### src/rtl/fetch_stage.sv
// Instruction fetch stage: owns the PC, drives instruction memory, and
// registers the fetched word into the IF/ID pipeline register.
//   clk_i           : clock, all state updates on rising edge
//   rst_i           : asynchronous active-low reset
//   stall_i         : hold PC and IF/ID (load-use hazard)
//   redirect_i      : taken branch/jump resolved downstream (wins over stall)
//   redirect_pc_i   : redirect target (low two bits ignored)
//   imem_addr_o     : instruction memory address (current PC)
//   imem_instr_i    : instruction word for imem_addr_o, same cycle
//   ifid_instr_o    : registered instruction for the decoder
//   ifid_pc_o       : PC of ifid_instr_o
//   ifid_pc4_o      : ifid_pc_o + 4 (link value)
//   ifid_valid_o    : 1 = real instruction, 0 = bubble
//   fetch_cnt_o     : number of valid instructions delivered
module fetch_stage #(
  parameter logic [31:0] RESET_PC  = 32'h0000_0000,
  parameter logic [31:0] NOP_INSTR = 32'h0000_0013
) (
  input  logic        clk_i,
  input  logic        rst_i,
  input  logic        stall_i,
  input  logic        redirect_i,
  input  logic [31:0] redirect_pc_i,
  output logic [31:0] imem_addr_o,
  input  logic [31:0] imem_instr_i,
  output logic [31:0] ifid_instr_o,
  output logic [31:0] ifid_pc_o,
  output logic [31:0] ifid_pc4_o,
  output logic        ifid_valid_o,
  output logic [31:0] fetch_cnt_o
);

  localparam int unsigned XLEN = 32;
  localparam int unsigned OPW  = 7;

  typedef enum logic {
    S_BOOT = 1'b0,
    S_RUN  = 1'b1
  } state_e;

  state_e            state_q, state_d;
  logic [XLEN-1:0]   pc_q, pc_d;
  logic [XLEN-1:0]   instr_q, instr_d;
  logic [XLEN-1:0]   ifpc_q, ifpc_d;
  logic              valid_q, valid_d;
  logic [XLEN-1:0]   cnt_q, cnt_d;
  logic [OPW-1:0]    opcode;
  logic              legal_op;

  // Only opcodes the decoder understands may pass as valid instructions
  always_comb begin
    opcode   = imem_instr_i[OPW-1:0];
    legal_op = 1'b0;
    case (opcode)
      7'b0110011, 7'b0000011, 7'b0100011, 7'b1100011,
      7'b0010011, 7'b1101111, 7'b1100111: legal_op = 1'b1;
      default:                            legal_op = 1'b0;
    endcase
  end

  // Next-state: BOOT inserts one bubble; RUN is redirect > stall > advance
  always_comb begin
    state_d = state_q;
    pc_d    = pc_q;
    instr_d = instr_q;
    ifpc_d  = ifpc_q;
    valid_d = valid_q;
    cnt_d   = cnt_q;
    case (state_q)
      S_BOOT: begin
        state_d = S_RUN;
        instr_d = NOP_INSTR;
        valid_d = 1'b0;
      end
      S_RUN: begin
        if (redirect_i) begin
          pc_d    = {redirect_pc_i[XLEN-1:2], 2'b00};
          instr_d = NOP_INSTR;
          valid_d = 1'b0;
        end else if (!stall_i) begin
          pc_d   = pc_q + XLEN'(4);
          ifpc_d = pc_q;
          if (legal_op) begin
            instr_d = imem_instr_i;
            valid_d = 1'b1;
            cnt_d   = cnt_q + XLEN'(1);
          end else begin
            instr_d = NOP_INSTR;
            valid_d = 1'b0;
          end
        end
      end
      default: state_d = S_BOOT;
    endcase
  end

  // State and pipeline registers
  always_ff @(posedge clk_i or negedge rst_i) begin
    if (!rst_i) begin
      state_q <= S_BOOT;
      pc_q    <= RESET_PC;
      instr_q <= NOP_INSTR;
      ifpc_q  <= '0;
      valid_q <= 1'b0;
      cnt_q   <= '0;
    end else begin
      state_q <= state_d;
      pc_q    <= pc_d;
      instr_q <= instr_d;
      ifpc_q  <= ifpc_d;
      valid_q <= valid_d;
      cnt_q   <= cnt_d;
    end
  end

  assign imem_addr_o  = pc_q;
  assign ifid_instr_o = instr_q;
  assign ifid_pc_o    = ifpc_q;
  assign ifid_pc4_o   = ifpc_q + XLEN'(4);
  assign ifid_valid_o = valid_q;
  assign fetch_cnt_o  = cnt_q;

endmodule

### config.mk
export PLATFORM = sky130hd
export DESIGN_NAME = fetch_stage
export DESIGN_NICKNAME = d
export VERILOG_FILES = /design/src/rtl/fetch_stage.sv
export SDC_FILE = /design/constraint.sdc
export NUM_CORES = 1
export LEC_CHECK = 0
export BUFFER_PORTS_ARGS = -buffer_cell sky130_fd_sc_hd__buf_2
export CORE_MARGIN = 4
export CORE_UTILIZATION = 50
export DETAILED_ROUTE_END_ITERATION = 16
export GPL_TIMING_DRIVEN = 0
export PLACE_DENSITY = 0.81
export SETUP_SLACK_MARGIN = 0.4
export SLEW_MARGIN = 40
export SYNTH_ARGS = -nofsm -noshare
export SYNTH_HDL_FRONTEND = slang
export SYNTH_SLANG_ARGS = --single-unit
### constraint.sdc
create_clock -name clk_i -period 2.4 [get_ports clk_i]
set_input_delay 0.48 -clock clk_i [delete_from_list [all_inputs] [get_ports clk_i]]
set_output_delay 0.48 -clock clk_i [all_outputs]
set_load 0.02 [all_outputs]
==> qor.yml <==
ys_seq_area_frac: 0.502
drtIter0Drc: 770
grt_pass1_vias: 6512
cts_buffers: 17
dp.cells: 1058
io_buffers: 220
grt_use_met2: 0.497
antenna_found_initial: 2
worst_ir_drop_vdd_v: 0.000322
ant_nets: 0
syn_avg_cell_area_um2: 9.46
hp-class: "input port to flip-flop"
most-common-layout-cells: "buf_2 (193), nand2_1 (126), dfrtp_1 (88), buf_4 (82), dfrtp_2 (35)"
use_met1: 0.352
first_pass_iters: 6
crit_path_max_incr_delay_ns: 0.44
min_period_ns: 2.84
n_antenna_cell: 0
htree_levels: 4
worst_slack_ns: -0.436
critPathBufInv: 2
synthToLayoutAreaGrowth_pct: 52.5
drt-vias-per-instance: 6.22
grt_start_max_net_pins: 69
crit_type: "flip-flop to primary output"
dpl_cell_area_um2: 7880
drive_above_1_share: 0.459
crit_required_ns: 1.92
synth.largest_area_cell: "dfrtp_1"
worst_setup_path_end_kind: "primary output"
clock_path_buffers: 2
final-setup-viol-count: 20
route.detailed.drc: 0
arrival_ns: 2.36
multi_input_area_um2: 3550
yosys_warnings: 0
ios: 229
cts_tree: "built"
netlist_instances: 664
clk_latency_ns: 0.41
dpl.hpwl_mm: 14.0
yosys.cell_types.count: 54
holdWs_ns: 0.283
num-nets-final: 1048
num_rows: 40
grt_use_total: 0.297
power.leakage_uw: 0.00487
grt_use_met3: 0.0825
critical-path-top-delay-family: "simple AND/OR/NAND/NOR gates"
die_area_um2: 14400
start_util: 0.517
grt_pass1_wl_mm: 33.8
clkTransAtPathRegs_ns: 0.06
p_total_uw: 7050
grt_overflow_total: 0
postSynth.asyncResetShare: 1.00
dpl_worst_slack_ns: -0.101
synth.top_cell.area_share: 0.490
syn_area_um2: 6280
core_area_um2: 12200
timing.final.crit_share: 1.18
final-max-slew-violation-count: 0
failed_checks: "setup timing"
wl_per_cell_um: 22.1
synth_edf_count: 0
final_cell_count_no_fill: 1158
busiest_layer: "met2"
status: "finished with violations"
crit_path_top_delay_cell: "nor4_4"
cp_cell_sequence: "buf_6, nand2_4, nor4_4, and3_4, and3_4, xor2_2, buf_4"
ys.flop_type: "dfrtp_1"
ys_ff_latch: 126
die_h_um: 120
routed_wl_mm: 25.5
maxCapViolCount: 0
seq_area_um2: 3200
final_common_cell: "buf_2"
synth_area_leaders: "dfrtp_1 (49%), nand2_1 (7.9%), xnor2_1 (5.2%)"
powerDensity_nw_per_um2: 736
crit_fanout: 4
max_freq_mhz: 353
cts_root_buf: "clkbuf_16"
final_hold_viol_count: 0
vias: 7200
skew_ns: 0.00797
cpMostUsedCell: "and3_4"
die_width_um: 120
n_fill_cell: 668
relSlewSlack: 0.475
rsz0062_at_grt: "yes"
cts_sinks: 126
critPathLaunchType: "flip-flop"
gp_congestion: 0.921
fin_area_um2: 9580
max_slew.worst_pin.slew_ns: 0.784
## power by group
group	internal, uW	total [uW]	switching (uW)	leakage [uW]
Clock	1430	2350	919	0.000268
Sequential	2340	2670	330	0.00157
Combinational	780	2020	1240	0.00303
## state kept, by name (all words and copies together), names as in the netlist
| name | cells |
|---|---|
| state_q | 1 |
| ifid_instr_o | 32 |
| ifid_pc_o | 30 |
| ifid_valid_o | 1 |
| imem_addr_o | 30 |
| fetch_cnt_o | 32 |
## layout make-up
type                    count  area share
plain buffers              38      0.0234
clock buffers              23      0.0478
clock inverters             9     0.00732
inverters                  14     0.00549
multi-input cells         491       0.370
flip-flops and latches    126       0.334
well taps                 168      0.0219
repair buffers            289       0.190
## final timing paths
path                       cells past startpoint        startpoint                to  slack, ns
setup / recovery                               7      ifid_pc_o[3]    ifid_pc4_o[17]      -0.44
hold / removal                                 2  imem_instr_i[29]  ifid_instr_o[29]       0.28
setup reg to reg                               5    imem_addr_o[8]   imem_addr_o[31]       0.21
hold reg to reg                                1   fetch_cnt_o[31]   fetch_cnt_o[31]       0.47
max in group asynchronous                      3             rst_i   imem_addr_o[15]       1.12
min in group asynchronous                      2             rst_i   fetch_cnt_o[10]       0.58
## per-stage QoR
| stage | utilization | setup TNS, ns |
|---|---|---|
| final | 0.788 | -5.92 |
| after global routing | 0.788 | -6.43 |
| after CTS | 0.745 | -1.20 |
| after detailed placement | 0.648 | -0.213 |
| after global placement | 0.645 | -100.90 |
| after floorplan | - | 0 |
## per-layer routing
layer	vias to the layer above	share of wire
met5	-	0.0011
met4	4	0.060
met3	168	0.12
met2	677	0.47
met1	3368	0.34
li1	2983	-
## what timing repair did
| item | CTS | global route |
|---|---|---|
| hold endpoints to repair | 6 | 0 |
| hold buffers | 1 | 0 |
| pin swaps | 33 | 42 |
| endpoints found under the setup margin | 90 | 56 |
| cloned | 1 | 0 |
| buffers inserted | 34 | 32 |
| gates resized for setup | 88 | 60 |
## synthesized netlist by cell type, drive strengths merged, types with 19 or more instances
cell      n
nor2     36
a21oi    22
xnor2    37
clkbuf   25
nand2   132
nand4    31
dfrtp   123
nand3    36
nor3     19
xor2     23
o22ai    23
a22o     29
## cell families after synthesis
logic type,Yosys count,share of synthesized area
and+or+nand+nor,304,0.234
DFF,126,0.502
xor gates and xnor gates,60,0.0836
AOI/OAI and AO/OA,107,0.119
adders and majority gates,3,0.00598
muxes,10,0.0161
buffers and inverters,52,0.0366
other,2,0.00120
Note: power is estimated with default switching activity, not from simulation.
